--- src/rtl/rv_pkg.sv ---
// Shared fetch-stage definitions: data widths, reset/bubble defaults,
// fetch FSM state encoding and the {instr,pc} payload held by the skid buffer.
package rv_pkg;

  localparam int unsigned XLEN = 32;

  localparam logic [XLEN-1:0] NOP_INSTR_DEF = 32'h0000_0013;  // addi x0,x0,0
  localparam logic [XLEN-1:0] RESET_PC_DEF  = 32'h0000_0000;
  localparam logic [XLEN-1:0] WORD_MASK     = 32'hFFFF_FFFC;
  localparam logic [XLEN-1:0] PC_STEP       = 32'h0000_0004;

  typedef enum logic [1:0] {
    S_REQ  = 2'd0,  // nothing outstanding
    S_WAIT = 2'd1,  // one request outstanding, response wanted
    S_DROP = 2'd2   // one request outstanding, response is wrong-path
  } fetch_state_e;

  typedef struct packed {
    logic [XLEN-1:0] instr;
    logic [XLEN-1:0] pc;
  } fetch_entry_t;

endpackage

--- src/rtl/if_skid_buffer.sv ---
// One-entry holding register for a fetched {instr,pc} that arrived while
// decode was stalled.
//   clk, reset : clock, synchronous active-high reset
//   i_load     : capture i_entry and mark the entry valid
//   i_clear    : drop the entry (wins over i_load)
//   i_entry    : payload to capture
//   o_entry    : held payload
//   o_valid    : entry is full
module if_skid_buffer
  import rv_pkg::*;
(
  input  logic         clk,
  input  logic         reset,
  input  logic         i_load,
  input  logic         i_clear,
  input  fetch_entry_t i_entry,
  output fetch_entry_t o_entry,
  output logic         o_valid
);

  fetch_entry_t r_entry;
  logic         r_valid;

  always_ff @(posedge clk) begin
    if (reset) begin
      r_valid <= 1'b0;
      r_entry <= '0;
    end else if (i_clear) begin
      r_valid <= 1'b0;
    end else if (i_load) begin
      r_valid <= 1'b1;
      r_entry <= i_entry;
    end
  end

  assign o_entry = r_entry;
  assign o_valid = r_valid;

endmodule

--- src/rtl/if_fetch_unit.sv ---
// RV32I instruction-fetch stage: owns the fetch PC, runs the imem
// req/gnt/rvalid handshake (one request outstanding at most) and drives the
// IF/ID register. Honors decode stall (IFWrite) and redirect (Branch/Jump).
//   clk, reset      : clock, synchronous active-high reset
//   IFWrite         : 0 = hold PC and IF/ID (stall)
//   Branch, Jump    : redirect request from decode, target on JumpAddr
//   imem_req/addr   : fetch request and word-aligned byte address
//   imem_gnt        : request accepted this cycle
//   imem_rvalid/rdata : response for the outstanding request
//   Instruction_id, PC_id, Valid_id : IF/ID register
module if_fetch_unit
  import rv_pkg::*;
#(
  parameter logic [XLEN-1:0] RESET_PC  = RESET_PC_DEF,
  parameter logic [XLEN-1:0] NOP_INSTR = NOP_INSTR_DEF
) (
  input  logic            clk,
  input  logic            reset,
  input  logic            IFWrite,
  input  logic            Branch,
  input  logic            Jump,
  input  logic [XLEN-1:0] JumpAddr,
  output logic            imem_req,
  output logic [XLEN-1:0] imem_addr,
  input  logic            imem_gnt,
  input  logic            imem_rvalid,
  input  logic [XLEN-1:0] imem_rdata,
  output logic [XLEN-1:0] Instruction_id,
  output logic [XLEN-1:0] PC_id,
  output logic            Valid_id
);

  fetch_state_e    r_state;
  fetch_state_e    w_state_nxt;
  logic [XLEN-1:0] r_fetch_pc;
  logic [XLEN-1:0] r_req_pc;
  logic [XLEN-1:0] r_instr_id;
  logic [XLEN-1:0] r_pc_id;
  logic            r_valid_id;

  logic            w_redirect;
  logic            w_req;
  logic            w_fire;
  logic            w_take;
  logic            w_skid_load;
  logic            w_skid_clear;
  logic            w_skid_valid;
  fetch_entry_t    w_skid_in;
  fetch_entry_t    w_skid_out;

  // A stall masks the redirect; decode re-evaluates the branch afterwards.
  assign w_redirect = (Branch | Jump) & IFWrite;

  // Next-state and request generation.
  always_comb begin
    w_state_nxt = r_state;
    w_req       = 1'b0;
    w_take      = 1'b0;
    w_skid_load = 1'b0;
    case (r_state)
      S_REQ: begin
        w_req = ~w_redirect & ~w_skid_valid;
        if (w_req && imem_gnt) w_state_nxt = S_WAIT;
      end
      S_WAIT: begin
        if (imem_rvalid) begin
          if (w_redirect) begin
            w_state_nxt = S_REQ;
          end else if (!IFWrite) begin
            w_skid_load = 1'b1;
            w_state_nxt = S_REQ;
          end else begin
            // Response goes straight to IF/ID; overlap the next request.
            w_take      = ~w_skid_valid;
            w_req       = ~w_skid_valid;
            w_state_nxt = (w_req && imem_gnt) ? S_WAIT : S_REQ;
          end
        end else if (w_redirect) begin
          w_state_nxt = S_DROP;
        end
      end
      S_DROP: begin
        if (imem_rvalid) w_state_nxt = S_REQ;
      end
      default: w_state_nxt = S_REQ;
    endcase
  end

  assign imem_req  = w_req & ~reset;
  assign imem_addr = r_fetch_pc;
  assign w_fire    = imem_req & imem_gnt;

  // State register.
  always_ff @(posedge clk) begin
    if (reset) r_state <= S_REQ;
    else       r_state <= w_state_nxt;
  end

  // Fetch PC and PC of the outstanding request.
  always_ff @(posedge clk) begin
    if (reset) begin
      r_fetch_pc <= RESET_PC;
      r_req_pc   <= RESET_PC;
    end else if (w_redirect) begin
      r_fetch_pc <= JumpAddr & WORD_MASK;
    end else if (w_fire) begin
      r_fetch_pc <= r_fetch_pc + PC_STEP;
      r_req_pc   <= r_fetch_pc;
    end
  end

  // Skid drains whenever decode accepts; a redirect discards it.
  assign w_skid_clear = w_redirect | (IFWrite & w_skid_valid);
  assign w_skid_in    = '{instr: imem_rdata, pc: r_req_pc};

  if_skid_buffer u_skid (
    .clk     (clk),
    .reset   (reset),
    .i_load  (w_skid_load),
    .i_clear (w_skid_clear),
    .i_entry (w_skid_in),
    .o_entry (w_skid_out),
    .o_valid (w_skid_valid)
  );

  // IF/ID register: redirect bubble > skid > fresh response > bubble.
  always_ff @(posedge clk) begin
    if (reset) begin
      r_instr_id <= NOP_INSTR;
      r_pc_id    <= RESET_PC;
      r_valid_id <= 1'b0;
    end else if (IFWrite) begin
      if (w_redirect) begin
        r_instr_id <= NOP_INSTR;
        r_valid_id <= 1'b0;
      end else if (w_skid_valid) begin
        r_instr_id <= w_skid_out.instr;
        r_pc_id    <= w_skid_out.pc;
        r_valid_id <= 1'b1;
      end else if (w_take) begin
        r_instr_id <= imem_rdata;
        r_pc_id    <= r_req_pc;
        r_valid_id <= 1'b1;
      end else begin
        r_instr_id <= NOP_INSTR;
        r_valid_id <= 1'b0;
      end
    end
  end

  assign Instruction_id = r_instr_id;
  assign PC_id          = r_pc_id;
  assign Valid_id       = r_valid_id;

endmodule

--- config.mk ---
export PLATFORM = sky130hd
export DESIGN_NAME = if_fetch_unit
export DESIGN_NICKNAME = d
export VERILOG_FILES = /design/src/rtl/rv_pkg.sv /design/src/rtl/if_skid_buffer.sv /design/src/rtl/if_fetch_unit.sv
export SDC_FILE = /design/constraint.sdc
export NUM_CORES = 1
export LEC_CHECK = 0
export ABC_AREA = 1
export BUFFER_PORTS_ARGS = -buffer_cell sky130_fd_sc_hd__buf_4
export CAP_MARGIN = 20
export CORE_MARGIN = 10
export CORE_UTILIZATION = 40
export CTS_BUF_LIST = sky130_fd_sc_hd__clkbuf_2
export CTS_CLUSTER_DIAMETER = 60
export DETAILED_ROUTE_END_ITERATION = 10
export GPL_TIMING_DRIVEN = 0
export HOLD_SLACK_MARGIN = 0.02
export SKIP_LAST_GASP = 1
export SYNTH_ARGS = -nofsm -noshare
export SYNTH_HDL_FRONTEND = slang
export SYNTH_SLANG_ARGS = --single-unit
--- constraint.sdc ---
create_clock -name clk -period 2.5 [get_ports clk]
set_input_delay 0.5 -clock clk [delete_from_list [all_inputs] [get_ports clk]]
set_output_delay 0.5 -clock clk [all_outputs]
set_load 0.01 [all_outputs]
# Yosys cells after proc, flatten, opt, wreduce, memory -nomap -nowiden
# Cells that the tools add are included.
[totals]
ff_bits = 196
input_bits = 71
output_inout_bits = 98
elab_cells = 65
[classes]
add_sub_neg = 1
eq_ne = 5
n_mux = 27
bitwise_logic = 11
n_reduce_logical = 11
[ops]
columns = ["operator", "n"]
rows = [
  ["32-bit two-way mux", 7],
  ["32-bit by 3-bit adder with 32-bit output, second input constant", 1],
  ["1-bit two-way mux", 14],
  ["2-bit two-way mux", 4],
  ["2-bit one-hot mux with 3 select lines", 1],
  ["3-bit AND reduction", 2],
  ["1-bit AND", 5],
  ["2-bit inequality test, second input constant", 2],
  ["1-bit NOT", 4],
  ["2-bit AND reduction", 2],
  ["2-bit nonzero test", 2],
  ["2-bit OR reduction", 2],
  ["3-bit inequality test, second input constant", 1],
  ["2-bit by 1-bit == test with 1-bit output, second input constant", 1],
  ["2-bit == test, second input constant", 1],
  ["1-bit logical AND", 2],
  ["2-bit zero test", 1],
  ["1-bit OR", 2],
  ["1-bit one-hot mux with 2 select lines", 1],
]

# Logic depth before layout (Yosys ltp)
[logic_depth]
ltp_word = 9
depth_mapped = 11
mapped_depth_nobuf = 11

# Hierarchy
# A second synthesis with hierarchy kept.
[unflattened]
hier_cells = 1348
area_unflattened_um2 = 8901.0
[by_module_without_submodules]
columns = ["module", "n_inst", "cells_each", "area_each_um2", "seq_area_each_um2"]
rows = [
  ["if_fetch_unit", 1, 932, 6133.4, 2542.4],
  ["if_skid_buffer", 1, 416, 2767.7, 1301.2],
]

# Worst setup path before layout
# OpenSTA, ideal clock, no wires.
[synth_timing]
path_type = "input-to-output"
from = "input port reset"
to = "output port imem_req"
arrival_ns = 1.571
required_time_ns = 2.000
setup_slack_ns = 0.429
stages = 7
path_buffers = 4
path_cell_list = "clkbuf_1 -> inv_2 -> buf_2 -> buf_2 -> buf_1 -> nand2_1 -> nor2_1"
[synth_via]
elab_chain_cells = 2
[synth_rtl]
columns = ["element", "line_no", "text"]
rows = [
  ["start: declaration", "if_fetch_unit.sv:18", "input logic reset,"],
  ["1-bit NOT", "if_fetch_unit.sv:89", "assign imem_req = w_req & ~reset;"],
  ["1-bit AND", "if_fetch_unit.sv:89", ""],
  ["end: declaration", "if_fetch_unit.sv:23", "output logic imem_req,"],
]
# No other way between the ends.

# Worst setup path in the final report
# Same ends and word-level chain as after synthesis.

==> flow_summary.html <==
<table>
<tr><th>Metric</th><th>Value</th></tr>
<tr><th colspan="2">Global routing</th></tr>
<tr><td>GR Overflow Total</td><td>0</td></tr>
<tr><td>Maximum number of pins on one net before global-route repair</td><td>20</td></tr>
<tr><td>Global-route usage over all layers</td><td>about 20%</td></tr>
<tr><td>Antenna violations before repair</td><td>1</td></tr>
<tr><td>Global-route wire length before repair</td><td>43200 um</td></tr>
<tr><td>Vias in the first global route</td><td>8066</td></tr>
<tr><th colspan="2">Floorplanning</th></tr>
<tr><td>Starting utilization of the core area</td><td>between 40% and 50%</td></tr>
<tr><td>Core region area</td><td>20200 sq um</td></tr>
<tr><td>Die boundary height</td><td>163 um</td></tr>
<tr><td>Row Count</td><td>52</td></tr>
<tr><td>Overall die area</td><td>26500 sq um</td></tr>
<tr><td>I/O pin count</td><td>~170</td></tr>
<tr><td>Chip Width</td><td>163 um</td></tr>
<tr><th colspan="2">Power</th></tr>
<tr><td>Combinational share of power</td><td>13.8%</td></tr>
<tr><td>Design Power</td><td>approximately 5.5 mW</td></tr>
<tr><td>Pwr Density</td><td>~520 nW/um^2</td></tr>
<tr><td>Worst vdd rail ir drop</td><td>0.000263 V</td></tr>
<tr><td>Fraction of power spent switching nets</td><td>30.4%</td></tr>
<tr><td>Reported net switching power</td><td>1.68 mW</td></tr>
<tr><td>Sequential share of power</td><td>58.6%</td></tr>
<tr><td>Internal</td><td>3.84 mW</td></tr>
<tr><td>Clock power frac</td><td>27.6%</td></tr>
<tr><td>Standby leakage power</td><td>roughly 4.3 nW</td></tr>
<tr><th colspan="2">Synth</th></tr>
<tr><td>Per-instance average area after synthesis</td><td>7.16 sq um</td></tr>
<tr><td>Post-synth ARST share</td><td>0%</td></tr>
<tr><td>Sequential area share after synthesis</td><td>between 40% and 50%</td></tr>
<tr><td>Synthesized cell area</td><td>8170 sq um</td></tr>
<tr><td>EDFF count, synth</td><td>0</td></tr>
<tr><td>Number of distinct library cells after synthesis</td><td>33</td></tr>
<tr><td>Total of flip-flops plus latches after synthesis</td><td>188</td></tr>
<tr><td>Number of cells produced by synthesis</td><td>1141</td></tr>
<tr><td>Leading post-synthesis cells by cell area</td><td>sky130_fd_sc_hd__dfxtp_1 46%, sky130_fd_sc_hd__nand2_1 10%, sky130_fd_sc_hd__o21ai_0 7.8%</td></tr>
<tr><td>Total number of yosys warnings</td><td>0</td></tr>
<tr><td>Fraction of post-synthesis cell area in the top cell type by area</td><td>46.1%</td></tr>
<tr><td>Most frequently used flop master after synthesis</td><td>sky130_fd_sc_hd__dfxtp_1</td></tr>
<tr><td>Cell accounting for the most synthesized area</td><td>sky130_fd_sc_hd__dfxtp_1</td></tr>
<tr><th colspan="2">Worst setup path</th></tr>
<tr><td>Worst setup path category</td><td>primary input to primary output</td></tr>
<tr><td>Kind of end point of the critical path</td><td>primary output</td></tr>
<tr><td>Data arrival time of the worst path</td><td>1840 ps</td></tr>
<tr><td>Startpoint type of the worst setup path</td><td>primary input</td></tr>
<tr><td>Peak fanout along the critical path</td><td>19</td></tr>
<tr><td>Worst EP required</td><td>2000 ps</td></tr>
<tr><th colspan="2">Clock network</th></tr>
<tr><td>Clock root buffer</td><td>sky130_fd_sc_hd__clkbuf_2</td></tr>
<tr><td>Max Root-Sink Buffers</td><td>2</td></tr>
<tr><td>CTS clk-pin slew, worst paths</td><td>260 ps</td></tr>
<tr><td>Later-pin clock latency in the skew report</td><td>790 ps</td></tr>
<tr><td>Htree depth</td><td>4</td></tr>
<tr><td>CTS buffer count</td><td>17</td></tr>
<tr><td>TritonCTS clock tree</td><td>done</td></tr>
<tr><td>Clk sink count</td><td>approximately 190</td></tr>
<tr><th colspan="2">Final layout</th></tr>
<tr><td>Footprint of the multi-input gates</td><td>3710 sq um</td></tr>
<tr><td>Share of post-route cells with drive strength above 1</td><td>between 10% and 20%</td></tr>
<tr><td>Nets</td><td>approximately 1500</td></tr>
<tr><td>Register area</td><td>3760 sq um</td></tr>
<tr><td>Fill count</td><td>approximately 2100</td></tr>
<tr><td>Final standard cell area without fillers</td><td>10500 sq um</td></tr>
<tr><td>Layout area overhead</td><td>28.9%</td></tr>
<tr><td>Final standard cell utilization of the core</td><td>52.2%</td></tr>
<tr><th colspan="2">STA</th></tr>
<tr><td>Endpoints failing hold</td><td>0</td></tr>
<tr><td>Max transition margin</td><td>57.4%</td></tr>
<tr><td>Accumulated negative setup slack</td><td>0 ps</td></tr>
<tr><td>Finish-stage setup viols</td><td>0</td></tr>
<tr><td>Setup repair after global routing missed its margin</td><td>no</td></tr>
<tr><td>Setup ws final</td><td>158 ps</td></tr>
<tr><td>Count of final max-slew check failures</td><td>0</td></tr>
<tr><td>Highest clock rate</td><td>427 MHz</td></tr>
<tr><td>Worst slew pin tran</td><td>639 ps</td></tr>
<tr><td>Period utilisation layout</td><td>93.7%</td></tr>
<tr><td>Worst setup skew after layout</td><td>28.4 ps</td></tr>
<tr><td>Min Tclk post-route</td><td>2340 ps</td></tr>
<tr><th colspan="2">Route</th></tr>
<tr><td>Routed Antenna Nets</td><td>0</td></tr>
<tr><td>Iteration-0 DRC Markers</td><td>624</td></tr>
<tr><td>Routed wire length</td><td>27200 um</td></tr>
<tr><td>Vias per std cell</td><td>4.98</td></tr>
<tr><td>DR DRC count</td><td>0</td></tr>
<tr><td>Vias</td><td>approximately 8300</td></tr>
<tr><td>TritonRoute pass-1 iters</td><td>8</td></tr>
<tr><td>Final routed wire length divided by cell count</td><td>16.3 um</td></tr>
<tr><th colspan="2">Hold path</th></tr>
<tr><td>Worst hold path class</td><td>primary input to flip-flop</td></tr>
<tr><th colspan="2">Placed design</th></tr>
<tr><td>Routability congestion estimate from global placement</td><td>0.908</td></tr>
<tr><td>Half-perimeter wire length after detailed placement</td><td>20400 um</td></tr>
<tr><td>Buffers added on ports</td><td>~160</td></tr>
<tr><td>Placement Setup Slack</td><td>-327 ps</td></tr>
<tr><td>Placed cell area</td><td>between 9000 and 10000 sq um</td></tr>
<tr><th colspan="2">Run</th></tr>
<tr><td>Max capacitance violation total</td><td>0</td></tr>
<tr><th colspan="2">Status</th></tr>
<tr><td>Run status</td><td>finished clean</td></tr>
</table>
[through the flow]
step	instances	hold slack, ps
after floorplan	1144	444
after global placement	1575	460
after detailed placement	1575	463
after CTS	1662	25.4
after global routing	1664	26.7
final	1664	69.4
[sequential cells by signal (all words and copies together) (netlist names)]
signal and flops:
u_skid.o_entry 62, Instruction_id 32, PC_id 30, imem_addr 30, r_req_pc 30, r_state 2, Valid_id 1, u_skid.o_valid 1
[Yosys cell counts (3+ instances only)]
cell	instances
sky130_fd_sc_hd__nor2_2	4
sky130_fd_sc_hd__clkbuf_1	49
sky130_fd_sc_hd__buf_2	20
sky130_fd_sc_hd__nand3_1	85
sky130_fd_sc_hd__o21ai_1	35
sky130_fd_sc_hd__o21ai_0	128
sky130_fd_sc_hd__buf_6	5
sky130_fd_sc_hd__a21oi_1	80
sky130_fd_sc_hd__a31oi_1	30
sky130_fd_sc_hd__inv_2	5
sky130_fd_sc_hd__o21a_1	4
sky130_fd_sc_hd__o22ai_1	3
sky130_fd_sc_hd__inv_1	77
sky130_fd_sc_hd__nor2_1	146
sky130_fd_sc_hd__buf_4	6
sky130_fd_sc_hd__nand2_1	220
sky130_fd_sc_hd__dfxtp_1	188
sky130_fd_sc_hd__xnor2_1	7
sky130_fd_sc_hd__a22oi_1	29
[metal layers]
metal | global-route usage [%] | part of all wire (%) | up-vias
met2 | 32.2 | 46 | 222
li1 | - | - | 4258
met5 | 0 | 0 | -
met3 | 4.52 | 5.4 | 35
met1 | 26.7 | 46 | 3778
met4 | 6.48 | 2.3 | 0
[final timing paths]
check / depth (start not counted) / start / slack [ps] / endpoint
setup / recovery: 7 / reset / 160 / imem_req
hold / removal: 5 / JumpAddr[2] / 70 / imem_addr[2]
hold reg to reg: 2 / r_req_pc[21] / 480 / PC_id[21]
setup reg to reg: 10 / imem_addr[3] / 620 / imem_addr[16]
[power groups by stage]
stage	Combinational, mW	Sequential [mW]	Clock [mW]
floorplan	0.372	3.27	0
global placement	0.677	3.29	0
detailed placement	0.685	3.29	0
CTS	0.759	3.24	1.55
global route	0.848	3.26	1.67
finish	0.759	3.24	1.52
[what timing repair did]
action	4_1_cts	5_1_grt
gates resized for setup	0	2
setup endpoints to repair	1	1
buffers inserted	0	0
hold buffers	57	1
hold endpoints to repair	87	1
pin swaps	0	0
[cells in the final DEF (no fill, tap or decap), drive strengths merged]
cell type and n:
xnor2 7, inv 88, xor2 2, a21boi 2, dlygate4sd3 58, a22oi 29
nor2 150, a31oi 30, and3 1, o22ai 3, o21a 4, nand3b 2
clkinv 4, clkbuf 67, nand2 220, nor3 1, nand4 3, buf 192
a21oi 81, diode 1, a211oi 2, o21ai 163, bufinv 1, dfxtp 188
nand3 85, o21bai 2, clkinvlp 3, ha 1, conb 4
[cells by family after synthesis]
logic type,count (synthesis),synth area share [%]
xor+xnor,9,0.965
other cells,1,0.0459
buf+inv,164,8.60
simple gates,462,23.0
flops,188,46.1
fa+ha+maj,1,0.153
compound gates,316,21.1
[worst max-delay path, stage by stage]
cell                       delay [ps]
sky130_fd_sc_hd__clkbuf_1         200
sky130_fd_sc_hd__inv_2            130
sky130_fd_sc_hd__buf_2            250
sky130_fd_sc_hd__buf_4            330
sky130_fd_sc_hd__nand2_1           90
sky130_fd_sc_hd__nor2_1           170
sky130_fd_sc_hd__buf_4            160
[area by class of cell]
cell class | count | area share (%)
multi-input combinational | 792 | 35.3
buffer | 81 | 3.73
sequential | 188 | 35.8
tap | 270 | 3.21
clock buffer | 17 | 0.808
clock inverter | 14 | 1.30
antenna | 1 | 0.0238
inverter | 82 | 2.92
timing repair buffer | 219 | 17.0
Power figures use the tool's default switching activity.
